[config.mk]
export PLATFORM = sky130hd
export DESIGN_NAME = counter_arb_flat
export DESIGN_NICKNAME = d
export VERILOG_FILES = /design/src/rtl/counter_arb_if.sv /design/src/rtl/counter_arb.sv /design/src/flat_wrapper.sv
export SDC_FILE = /design/constraint.sdc
export NUM_CORES = 1
export LEC_CHECK = 0
export BUFFER_PORTS_ARGS = -buffer_cell sky130_fd_sc_hd__clkbuf_2
export CAP_MARGIN = 25
export CORE_MARGIN = 2
export CORE_UTILIZATION = 53
export DETAILED_ROUTE_END_ITERATION = 6
export MAX_ROUTING_LAYER = met4
export PLACE_DENSITY = 0.85
export SYNTH_ARGS = -nofsm -noshare
export SYNTH_HDL_FRONTEND = slang
export SYNTH_SLANG_ARGS = --single-unit
[constraint.sdc]
create_clock -name Clk_i -period 3.15 [get_ports Clk_i]
set_input_delay 0.4725 -clock Clk_i [delete_from_list [all_inputs] [get_ports Clk_i]]
set_output_delay 0.4725 -clock Clk_i [all_outputs]
set_load 0.05 [all_outputs]
[src/rtl/counter_arb_if.sv]
// Request/grant bundle between the clients and the ticket-dispensing arbiter.
// The master side drives requests and clear; the slave side returns the grant and ticket.
interface counter_arb_if #(
    parameter int Requesters = 4
);
    logic [Requesters-1:0] Req_i;
    logic                  Clear_i;
    logic [Requesters-1:0] Grant_o;
    logic                  Valid_o;
    logic [31:0]           Data_o;
    logic                  Full_o;

    modport master (
        output Req_i,
        output Clear_i,
        input  Grant_o,
        input  Valid_o,
        input  Data_o,
        input  Full_o
    );

    modport slave (
        input  Req_i,
        input  Clear_i,
        output Grant_o,
        output Valid_o,
        output Data_o,
        output Full_o
    );
endinterface

[src/rtl/counter_arb.sv]
// Round-robin arbiter dispensing strictly increasing tickets Init..Limit from one
// shared saturating counter; one grant at most every two cycles, sync clear restarts.
module counter_arb #(
    parameter logic [31:0] Init       = 32'd8,
    parameter logic [31:0] Limit      = 32'd64,
    parameter int          Requesters = 4
) (
    input  logic          Clk_i,
    input  logic          Reset_n_i,
    counter_arb_if.slave  bus
);
    localparam int LW = (Requesters > 1) ? $clog2(Requesters) : 1;

    generate
        if ((Limit < Init) || (Limit == 32'hFFFF_FFFF) || (Requesters < 2) || (Requesters > 16)) begin : g_bad_param
            $error("counter_arb: illegal Init/Limit/Requesters combination");
        end
    endgenerate

    typedef enum logic [1:0] {
        IDLE,
        GRANT,
        EXHAUSTED
    } state_e;

    state_e                state_q, state_d;
    logic [31:0]           count_q, count_d;
    logic [LW-1:0]         last_q, last_d;
    logic [Requesters-1:0] grant_q, grant_d;
    logic                  valid_q, valid_d;
    logic [31:0]           data_q, data_d;
    logic                  full_q, full_d;

    logic                  pick_vld;
    logic [LW-1:0]         pick_idx;
    logic [Requesters-1:0] pick_oh;
    logic [LW-1:0]         cand;

    // Search upward from the client after the last winner, wrapping modulo Requesters.
    always_comb begin
        pick_vld = 1'b0;
        pick_idx = '0;
        pick_oh  = '0;
        cand     = '0;
        for (int k = 1; k <= Requesters; k++) begin
            cand = LW'((int'(last_q) + k) % Requesters);
            if (!pick_vld && bus.Req_i[cand]) begin
                pick_vld      = 1'b1;
                pick_idx      = cand;
                pick_oh[cand] = 1'b1;
            end
        end
    end

    always_comb begin
        state_d = state_q;
        count_d = count_q;
        last_d  = last_q;
        grant_d = '0;
        valid_d = 1'b0;
        data_d  = data_q;
        full_d  = full_q;
        case (state_q)
            IDLE: begin
                if (bus.Clear_i) begin
                    count_d = Init;
                end else if (pick_vld) begin
                    grant_d = pick_oh;
                    valid_d = 1'b1;
                    data_d  = count_q;
                    last_d  = pick_idx;
                    if (count_q == Limit) begin
                        state_d = EXHAUSTED;
                        full_d  = 1'b1;
                    end else begin
                        state_d = GRANT;
                        count_d = 32'(count_q + 32'd1);
                    end
                end
            end
            GRANT: begin
                // Requests are deliberately not sampled here so clients can drop Req_i.
                state_d = IDLE;
                if (bus.Clear_i) begin
                    count_d = Init;
                end
            end
            EXHAUSTED: begin
                if (bus.Clear_i) begin
                    count_d = Init;
                    full_d  = 1'b0;
                    state_d = IDLE;
                end
            end
            default: begin
                state_d = IDLE;
            end
        endcase
    end

    always_ff @(posedge Clk_i or negedge Reset_n_i) begin
        if (!Reset_n_i) begin
            state_q <= IDLE;
            count_q <= Init;
            last_q  <= LW'(Requesters - 1);
            grant_q <= '0;
            valid_q <= 1'b0;
            data_q  <= '0;
            full_q  <= 1'b0;
        end else begin
            state_q <= state_d;
            count_q <= count_d;
            last_q  <= last_d;
            grant_q <= grant_d;
            valid_q <= valid_d;
            data_q  <= data_d;
            full_q  <= full_d;
        end
    end

    assign bus.Grant_o = grant_q;
    assign bus.Valid_o = valid_q;
    assign bus.Data_o  = data_q;
    assign bus.Full_o  = full_q;
endmodule

[src/flat_wrapper.sv]
// flat-port wrapper written by rule: the top's interface ports become plain ports
module counter_arb_flat 
#(
    parameter logic [31:0] Init       = 32'd8,
    parameter logic [31:0] Limit      = 32'd64,
    parameter int          Requesters = 4
)
  (Clk_i, Reset_n_i, bus_Req_i, bus_Clear_i, bus_Grant_o, bus_Valid_o, bus_Data_o, bus_Full_o);
  counter_arb_if #(.Requesters(Requesters)) bus_i ();
  input  logic Clk_i;
  input  logic Reset_n_i;
  input wire logic [$bits(bus_i.Req_i)-1:0] bus_Req_i;
  input wire logic [$bits(bus_i.Clear_i)-1:0] bus_Clear_i;
  output wire logic [$bits(bus_i.Grant_o)-1:0] bus_Grant_o;
  output wire logic [$bits(bus_i.Valid_o)-1:0] bus_Valid_o;
  output wire logic [$bits(bus_i.Data_o)-1:0] bus_Data_o;
  output wire logic [$bits(bus_i.Full_o)-1:0] bus_Full_o;
  assign bus_i.Req_i = bus_Req_i;
  assign bus_i.Clear_i = bus_Clear_i;
  assign bus_Grant_o = bus_i.Grant_o;
  assign bus_Valid_o = bus_i.Valid_o;
  assign bus_Data_o = bus_i.Data_o;
  assign bus_Full_o = bus_i.Full_o;
  counter_arb #(.Init(Init), .Limit(Limit), .Requesters(Requesters)) u_core (.Clk_i(Clk_i), .Reset_n_i(Reset_n_i), .bus(bus_i));
endmodule
==> flow_metrics.env, run 1 <==
export IMPL_drive_above_1_share_pct=30.84
export IMPL_power_density_mw_per_mm2=605.3
export IMPL_slowest_stage="dfstp_2"
export IMPL_place_hpwl_um=5784
export IMPL_synth_top_area_share_pct=43.43
export IMPL_hold_viol_final=0
export IMPL_status="finished, final reports clean"
export IMPL_drtIter0Drc=221
export IMPL_finish_utilization_pct=59.49
export IMPL_grt_remaining_overflow=0
export IMPL_placed_area_mm2=0.004355
export IMPL_ir_drop_uv=308.7
export IMPL_cts_buffers=9
export IMPL_rsz0062_at_grt="no"
export IMPL_via_count=3180
export IMPL_ys_warn_count=0
export IMPL_cts_setup_buffers=0
export IMPL_cp_max_fo=15
export IMPL_num_rows=32
export IMPL_critical_path_top_delay_family="compound AO/OA/AOI/OAI gates"
export IMPL_finalMaxSlewViolations=0
export IMPL_synth_avg_cell_area_um2=11.09
export IMPL_cts_resized=0
export IMPL_tritoncts="built"
export IMPL_cts_path_max_buffers=2
export IMPL_synth_area_leader_cell="dfrtp_1"
export IMPL_finalWorstSetupSlack_ns=0.7532
export IMPL_grt_pass1_vias=3126
export IMPL_synth_main_ff_cell="dfrtp_1"
export IMPL_yosysUniqueCellTypes=65
export IMPL_fillCellCount=649
export IMPL_stdcell_count=517
export IMPL_cts_max_level=3
export IMPL_die_area_mm2=0.008438
export IMPL_setup_violations=0
export IMPL_design_area_mm2=0.004526
export IMPL_grt_usage_pct=22.53
export IMPL_whs_ns=0.1075
export IMPL_cp_num_buf_inv=1
export IMPL_start_util_pct=53.78
export IMPL_wl_um=8708
export IMPL_async_reset_ff_share_pct=100.0
export IMPL_synth_area_leaders="dfrtp_1, mux2_2, ha_1"
export IMPL_drt_drc_violations_left=0
export IMPL_coreArea_mm2=0.007607
export IMPL_synth_top_family_by_area="simple AND/OR/NAND/NOR gates"
export IMPL_synthesis_area_mm2=0.004091
export IMPL_clock_skew_ns=0.008795
export IMPL_portBuffers=44
export IMPL_synth_edf_count=0
export IMPL_clk_pin_slew_ns=0.08
export IMPL_cp_arrival_ns=2.67
export IMPL_holdCritPathClass="primary input to async pin"
export IMPL_netlist_instances=369
export IMPL_grt_antenna_before_repair=0
export IMPL_grt_first_pass_wirelength_um=14810
export IMPL_viasPerCell=6.151
export IMPL_pin_count=45
export IMPL_cap_violations=0
export IMPL_slowest_delay_ns=0.72
export IMPL_tns_ns=0
export IMPL_synth_compound_area_share_pct=17.16
export IMPL_synth_area_mux_share_pct=10.37
export IMPL_synth_xor_area_share_pct=0.2141
export IMPL_cp_cell_sequence="inv_1 > ha_1 > or2_2 > a21oi_1 > a221oi_1 > o2bb2ai_1"
export IMPL_worstSetupStartpointType="flip-flop"
export IMPL_clock_fmax_ghz=0.4172
export IMPL_power_total_mw=2.739
export IMPL_yosys_area_share_adder_pct=3.670
export IMPL_cp_required_ns=3.42
export IMPL_endpoint_kind="flip-flop"
export IMPL_syn_nets=388
export IMPL_synth_seq_cells=74
export IMPL_pre_cts_ws_ns=0.8195
export IMPL_root_buffer="clkbuf_8"
export IMPL_min_period_over_period_pct=76.09
export IMPL_diodes=0
export IMPL_period_minus_slack_ns=2.397
export IMPL_grt_start_max_net_pins=51
export IMPL_area_growth_pct=10.61
export IMPL_place_inst=501
export IMPL_cts_hold_buf=0
export IMPL_p_leak_nw=2.214
export IMPL_synth_simple_gate_area_share_pct=18.38
export IMPL_critical_path_class="flip-flop to flip-flop"
export IMPL_die_y_um=91.86
export IMPL_clock_latency_ns=0.35
export IMPL_cts_sinks=74
export IMPL_tightestPinTransition_ns=1.016
export IMPL_dr_pass1_iters=4
export IMPL_die_x_um=91.86
export IMPL_place_congestion=0.8450
export IMPL_final_nets=429
export IMPL_detail_route_antenna_nets=0
export IMPL_wire_per_inst_um=16.84
export IMPL_ys_seq_area_share_pct=45.35
export IMPL_relSlewSlack_pct=32.27
==> cell type report <==
cell class              count  area, µm²  area share (%)
clock buffers              10      137.6           3.041
clock inverters             6      32.53          0.7188
inverters                  14      52.55           1.161
multi-input cells         261       2042           45.12
flip-flops and latches     74       1856           41.00
well taps                 102      127.6           2.820
repair buffers             50      277.8           6.138
==> per-layer routing <==
| layer | up-vias | part of all wire (%) | GRT usage [%] |
|---|---|---|---|
| li1 | 1489 | - | - |
| met1 | 1574 | 44 | 29.29 |
| met2 | 101 | 49 | 34.93 |
| met3 | 16 | 5.5 | 4.437 |
| met4 | 0 | 2.1 | 9.204 |
| met5 | - | 0 | - |
==> cell families (layout without fill, tap and decap cells) <==
family	after synthesis	after routing
XOR/XNOR	1	1
buffers and inverters	34	80
AND/OR/NAND/NOR	114	114
AO/OA/AOI/OAI	97	97
flip-flops	74	74
multiplexers	37	37
adder cells (fa/ha/maj)	12	12
==> synthesized netlist by cell type (4+ instances only) <==
library cell	instances
nor4_2	5
a41oi_1	4
o211a_1	4
nor4_1	6
nand2_1	25
mux2_2	31
and3_1	8
buf_6	7
a31oi_1	16
nor3_1	10
nand3_1	15
a211o_1	10
buf_2	9
o31ai_1	6
ha_1	12
inv_1	14
o21ai_0	15
nor2_1	11
a21oi_1	15
dfrtp_1	71
==> where the power goes <==
part / switching (mW) / leakage (nW) / internal, mW / total, mW
sequential: 0.123 / 1.01 / 1.06 / 1.18
clock: 0.347 / 0.0916 / 0.300 / 0.647
combinational: 0.612 / 1.11 / 0.297 / 0.909
total: 1.08 / 2.21 / 1.66 / 2.74
==> flip-flops by register name, indices dropped and copies added (netlist names) <==
register / count
u_core.bus.Full_o: 1
u_core.state_q: 2
u_core.last_q: 2
u_core.bus.Valid_o: 1
u_core.bus.Data_o: 32
u_core.bus.Grant_o: 4
u_core.count_q: 32
==> path summary, 6_finish.rpt <==
kind                                                        start                                end  slack, ns  depth (start not counted)
max in group asynchronous                               Reset_n_i       u_core.last_q[1]$_DFFE_PN1P_       2.32                          2
worst max register to register       u_core.last_q[0]$_DFFE_PN1P_    u_core.bus.Grant_o[3]$_DFF_PN0_       0.75                          6
worst min-delay path                                    Reset_n_i    u_core.bus.Grant_o[0]$_DFF_PN0_       0.11                          1
worst min register to register  u_core.bus.Data_o[27]$_DFFE_PN0P_  u_core.bus.Data_o[27]$_DFFE_PN0P_       0.49                          1
min in group Clk_i                                    bus_Clear_i      u_core.state_q[0]$_DFFE_PN0P_       0.48                          2
worst max-delay path                 u_core.last_q[0]$_DFFE_PN1P_    u_core.bus.Grant_o[3]$_DFF_PN0_       0.75                          6
==> cell usage in the layout (no fill, tap or decap), types with 3 or more instances in the layout <==
master,count
nor2_1,11
o211a_1,4
nand3_2,3
a221oi_1,3
nand2b_1,3
clkinv_2,5
buf_4,5
dfrtp_1,71
and4_1,3
nor3_1,10
clkbuf_2,43
a31oi_1,16
o31ai_1,6
dfstp_2,3
o211ai_1,3
nand2_1,25
nand3_1,15
o21ai_0,15
mux2_2,31
a211o_1,10
ha_1,12
nor4_2,5
a41oi_1,4
clkbuf_8,10
inv_1,14
nor4_1,6
mux2i_1,3
o2bb2ai_1,3
a21oi_1,15
and3_1,8
Power figures use the tool's default switching activity.
==> run 2, diff against run 1 <==
- clock period: 3.15 -> 2.3 ns (I/O delays scaled with it)
==> flow_metrics.env, run 2 (synthesis results as in run 1) <==
export IMPL_portBuffers=44
export IMPL_worstSetupStartpointType="flip-flop"
export IMPL_cts_hold_buf=0
export IMPL_grt_first_pass_wirelength_um=15430
export IMPL_p_leak_nw=2.307
export IMPL_grt_pass1_vias=3177
export IMPL_min_period_over_period_pct=98.77
export IMPL_seq_power_share_pct=39.3
export IMPL_finalWorstSetupSlack_ns=0.02832
export IMPL_drtIter0Drc=278
export IMPL_dr_pass1_iters=5
export IMPL_holdCritPathClass="primary input to async pin"
export IMPL_critical_path_class="flip-flop to flip-flop"
export IMPL_critical_path_top_delay_family="simple AND/OR/NAND/NOR gates"
export IMPL_die_y_um=91.86
export IMPL_cap_violations=0
export IMPL_combPwrFrac_pct=32.7
export IMPL_hold_viol_final=0
export IMPL_grt_use_met1_pct=29.70
export IMPL_start_util_pct=53.78
export IMPL_cp_required_ns=2.54
export IMPL_grt_remaining_overflow=0
export IMPL_die_area_mm2=0.008438
export IMPL_drive_above_1_share_pct=33.87
export IMPL_setup_violations=0
export IMPL_ir_drop_uv=466.0
export IMPL_tightestPinTransition_ns=0.5219
export IMPL_power_total_mw=4.064
export IMPL_cts_path_max_buffers=2
export IMPL_cts_sinks=74
export IMPL_pre_cts_ws_ns=0.04076
export IMPL_root_buffer="clkbuf_8"
export IMPL_die_x_um=91.86
export IMPL_finalMaxSlewViolations=0
export IMPL_fillCellCount=655
export IMPL_clock_skew_ns=0.01094
export IMPL_finish_utilization_pct=61.86
export IMPL_area_growth_pct=15.02
export IMPL_grt_antenna_before_repair=0
export IMPL_place_inst=515
export IMPL_wire_per_inst_um=17.40
export IMPL_diodes=0
export IMPL_cts_max_level=3
export IMPL_tritoncts="built"
export IMPL_cts_buffers=9
export IMPL_status="finished, final reports clean"
export IMPL_r2r_setup_slack_ns=0.03
export IMPL_endpoint_kind="flip-flop"
export IMPL_place_hpwl_um=6355
export IMPL_final_common_cell="dfrtp_1"
export IMPL_clock_latency_ns=0.36
export IMPL_power_switching_mw=1.523
export IMPL_slowest_delay_ns=0.51
export IMPL_period_minus_slack_ns=2.272
export IMPL_pin_count=45
export IMPL_coreArea_mm2=0.007607
export IMPL_switching_share_pct=37.48
export IMPL_grt_busiest_layer="met2"
export IMPL_slowest_stage="nor4_1"
export IMPL_power_density_mw_per_mm2=863.6
export IMPL_wl_um=9273
export IMPL_grt_start_max_net_pins=75
export IMPL_via_count=3297
export IMPL_final_nets=445
export IMPL_use_met2_pct=38.30
export IMPL_tns_ns=0
export IMPL_cp_cell_sequence="nor4_1 > nand4_2 > o211ai_4 > buf_4 > nor3_2 > a211o_1"
export IMPL_place_congestion=0.9003
export IMPL_cp_max_fo=8
export IMPL_viasPerCell=6.186
export IMPL_drt_drc_violations_left=0
export IMPL_clk_pin_slew_ns=0.08
export IMPL_layout_common_cells="dfrtp_1, clkbuf_2, mux2_2"
export IMPL_clock_power_share_pct=28.0
export IMPL_stdcell_count=533
export IMPL_grt_usage_pct=23.57
export IMPL_relSlewSlack_pct=64.91
export IMPL_internal_power_mw=2.541
export IMPL_num_rows=32
export IMPL_rsz0062_at_grt="no"
export IMPL_met3_usage_pct=4.684
export IMPL_cp_arrival_ns=2.51
export IMPL_detail_route_antenna_nets=0
export IMPL_cp_num_buf_inv=1
export IMPL_clock_fmax_ghz=0.4402
[run 2: cell types whose count changed in the layout (fill, tap and decap cells not counted), sizes merged]
| cell | before | now |
|---|---|---|
| buf | 7 | 23 |
| inv | 14 | 15 |
| clkinvlp | 1 | 2 |
| bufinv | 0 | 2 |
| clkinv | 5 | 1 |
[run 2: final cells by class]
type / instances / area, µm² / share of cell area, %
multi-input cells: 261 / 2046 / 43.47
flip-flops and latches: 74 / 1856 / 39.43
repair buffers: 66 / 397.9 / 8.455
clock buffers: 10 / 137.6 / 2.925
well taps: 102 / 127.6 / 2.712
clock inverters: 6 / 88.84 / 1.888
inverters: 14 / 52.55 / 1.117
[run 2: repair_timing]
action / CTS / global route
buffers inserted: 0 / 2
resized for setup: 0 / 2
setup endpoints to repair: 0 / 13
[run 2: final timing paths]
kind / to / depth (start not counted) / from
setup / recovery: u_core.count_q[18]$_DFFE_PN0P_ / 6 / u_core.count_q[20]$_DFFE_PN0P_
min in group Clk_i: u_core.state_q[0]$_DFFE_PN0P_ / 2 / bus_Clear_i
max in group asynchronous: u_core.count_q[3]$_DFFE_PN1P_ / 2 / Reset_n_i
hold reg to reg: u_core.bus.Data_o[27]$_DFFE_PN0P_ / 1 / u_core.bus.Data_o[27]$_DFFE_PN0P_
setup reg to reg: u_core.count_q[18]$_DFFE_PN0P_ / 6 / u_core.count_q[20]$_DFFE_PN0P_
hold / removal: u_core.bus.Grant_o[2]$_DFF_PN0_ / 2 / Reset_n_i
[run 2: power groups by stage]
stage | Clock [mW] | Combinational [mW] | Sequential (mW)
after global placement | 0 | 1.25 | 1.61
after CTS | 1.16 | 1.31 | 1.60
after floorplan | 0 | 0.716 | 1.86
after global routing | 1.20 | 1.43 | 1.62
final | 1.14 | 1.33 | 1.60
after detailed placement | 0 | 1.31 | 1.62
[run 2: metrics by stage]
| stage | area, µm² | hold WS (ns) |
|---|---|---|
| 2_1_floorplan | 4091 | 0.04941 |
| 3_3_place_gp | 4461 | 0.3961 |
| 3_5_place_dp | 4461 | 0.4038 |
| 4_1_cts | 4687 | 0.02427 |
| 5_1_grt | 4706 | 0.04648 |
| 6_report | 4706 | 0.002893 |
[run 2: per-layer routing]
layer	wire, µm	up-vias
met4	129	0
met1	4041	1648
met5	0	-
met2	4573	116
met3	528	14
li1	-	1519
==> run 3, diff against run 2 <==
- ABC_CLOCK_PERIOD_IN_PS: unset -> 2100
- clock period: 2.3 -> 2.1 ns (I/O delays scaled with it)
==> flow_metrics.env, run 3 (synthesis results as in run 1) <==
export IMPL_setup_violations=0
export IMPL_period_minus_slack_ns=2.020
export IMPL_start_util_pct=53.78
export IMPL_final_nets=466
export IMPL_die_y_um=91.86
export IMPL_cap_violations=0
export IMPL_r2r_setup_slack_ns=0.08
export IMPL_cp_max_fo=6
export IMPL_worstSetupStartpointType="flip-flop"
export IMPL_via_count=3430
export IMPL_endpoint_kind="flip-flop"
export IMPL_slowest_stage="dfrtp_1"
export IMPL_worst_r2r_endpoint="u_core.count_q[11]$_DFFE_PN0P_"
export IMPL_slowest_delay_ns=0.39
export IMPL_grt_remaining_overflow=0
export IMPL_clk_pin_slew_ns=0.07
export IMPL_clock_latency_ns=0.34
export IMPL_power_total_mw=4.256
export IMPL_grt_first_pass_wirelength_um=16070
export IMPL_critPathLaunch="u_core.state_q[0]$_DFFE_PN0P_"
export IMPL_drive_above_1_share_pct=38.14
export IMPL_cts_path_max_buffers=2
export IMPL_cts_buffers=9
export IMPL_place_congestion=0.8776
export IMPL_reg2reg_from="u_core.state_q[0]$_DFFE_PN0P_"
export IMPL_grt_antenna_before_repair=0
export IMPL_cts_max_level=3
export IMPL_layout_common_cells="dfrtp_1, clkbuf_2, buf_4"
export IMPL_critPathMostFrequentCell="buf_4"
export IMPL_final_common_cell="dfrtp_1"
export IMPL_ir_drop_uv=447.6
export IMPL_drtIter0Drc=284
export IMPL_power_density_mw_per_mm2=880.0
export IMPL_place_inst=534
export IMPL_area_growth_pct=18.23
export IMPL_finalMaxSlewViolations=0
export IMPL_cp_required_ns=2.36
export IMPL_grt_usage_pct=24.50
export IMPL_stdcell_count=553
export IMPL_place_hpwl_um=6824
export IMPL_rsz0062_at_grt="yes"
export IMPL_status="finished, final reports clean"
export IMPL_p_leak_nw=2.384
export IMPL_num_rows=32
export IMPL_tightestPinTransition_ns=0.5085
export IMPL_die_area_mm2=0.008438
export IMPL_detail_route_antenna_nets=0
export IMPL_hold_viol_final=0
export IMPL_root_buffer="clkbuf_8"
export IMPL_diodes=0
export IMPL_pin_count=45
export IMPL_dr_pass1_iters=5
export IMPL_grt_start_max_net_pins=41
export IMPL_critical_path_class="flip-flop to flip-flop"
export IMPL_die_x_um=91.86
export IMPL_portBuffers=44
export IMPL_clock_fmax_ghz=0.4951
export IMPL_wl_um=9616
export IMPL_wire_per_inst_um=17.39
export IMPL_holdCritPathClass="primary input to async pin"
export IMPL_cp_cell_sequence="inv_1 > ha_2 > nor2b_2 > nor2b_4 > buf_4 > o211a_4 > buf_4 > a41oi_2 > a31oi_1"
export IMPL_clock_skew_ns=0.004444
export IMPL_relSlewSlack_pct=66.02
export IMPL_min_period_over_period_pct=96.18
export IMPL_tritoncts="built"
export IMPL_viasPerCell=6.203
export IMPL_grt_pass1_vias=3365
export IMPL_cts_sinks=74
export IMPL_cp_arrival_ns=2.28
export IMPL_drt_drc_violations_left=0
export IMPL_coreArea_mm2=0.007607
export IMPL_reg2regPathDepth=9
[run 3: cell count changes in the layout (fill, tap and decap cells not counted), moves of 2 or more]
cell / previous run / this run
clkbuf_1: 0 / 2
clkinv_2: 1 / 4
clkinvlp_4: 2 / 0
buf_4: 21 / 40
buf_6: 0 / 2
dfrtp_1: 71 / 67
a21oi_4: 0 / 2
bufinv_16: 2 / 0
a21oi_2: 2 / 0
dfrtp_2: 0 / 4
[run 3: area by class of cell]
class	instances	area, µm²
clock buffer	11	131.4
inverter	14	52.55
multi-input combinational	261	2092
tap	102	127.6
timing repair buffer	87	553.0
clock inverter	4	20.02
sequential	74	1861
fill	609	2770
[run 3: layer usage]
metal  share of wire (%)  wire [µm]  global-route usage (%)  up-vias
met3                 4.9        470                   4.273       27
li1                    -          -                       -     1570
met4                 2.1        206                   9.453        0
met2                  51       4896                   40.87      138
met5                   0          0                       -        -
met1                  42       4044                   29.90     1695
[run 3: worst max path at each step]
stage | end | slack (ns) | cells after the start
after global placement | u_core.count_q[11]$_DFFE_PN0P_ | 0.06 | 8
after floorplan | u_core.last_q[0]$_DFFE_PN1P_ | 0.05 | 7
after detailed placement | u_core.count_q[11]$_DFFE_PN0P_ | -0.03 | 8
after global routing | u_core.count_q[17]$_DFFE_PN0P_ | -0.02 | 8
final | u_core.count_q[11]$_DFFE_PN0P_ | 0.08 | 9
after CTS | u_core.count_q[11]$_DFFE_PN0P_ | 0.01 | 8
[run 3: what timing repair did]
action,in CTS,in global routing
resized for setup,2,13
setup buffers,0,3
hold buffers,1,0
hold endpoints to repair,6,0
pin swaps,1,3
endpoints found under the setup margin,17,26
[run 3: worst max-delay path, delay by kind of cell, from the launching register on]
family	cells	cell delay, ns
DFF	1	0.39
AOI/OAI and AO/OA	3	0.48
buffers and inverters	3	0.42
adders and majority gates	1	0.23
and+or+nand+nor	2	0.42
[run 3: power breakdown]
part           switching, mW  internal, mW
combinational           1.05         0.578
clock                  0.491         0.415
sequential             0.130          1.59
[run 3: through the flow]
step	setup WS, ns	utilization, %	setup TNS [ns]	hold WS (ns)	cell area (µm²)
after CTS	0.01016	62.71	0	0.3173	4771
after floorplan	0.05018	-	0	0.01941	4095
final	0.08013	63.59	0	0.3310	4837
after detailed placement	-0.02888	60.39	-0.05211	0.1564	4594
after global routing	-0.02359	63.59	-0.05771	0.3264	4837
after global placement	0.06106	60.39	0	0.1562	4594
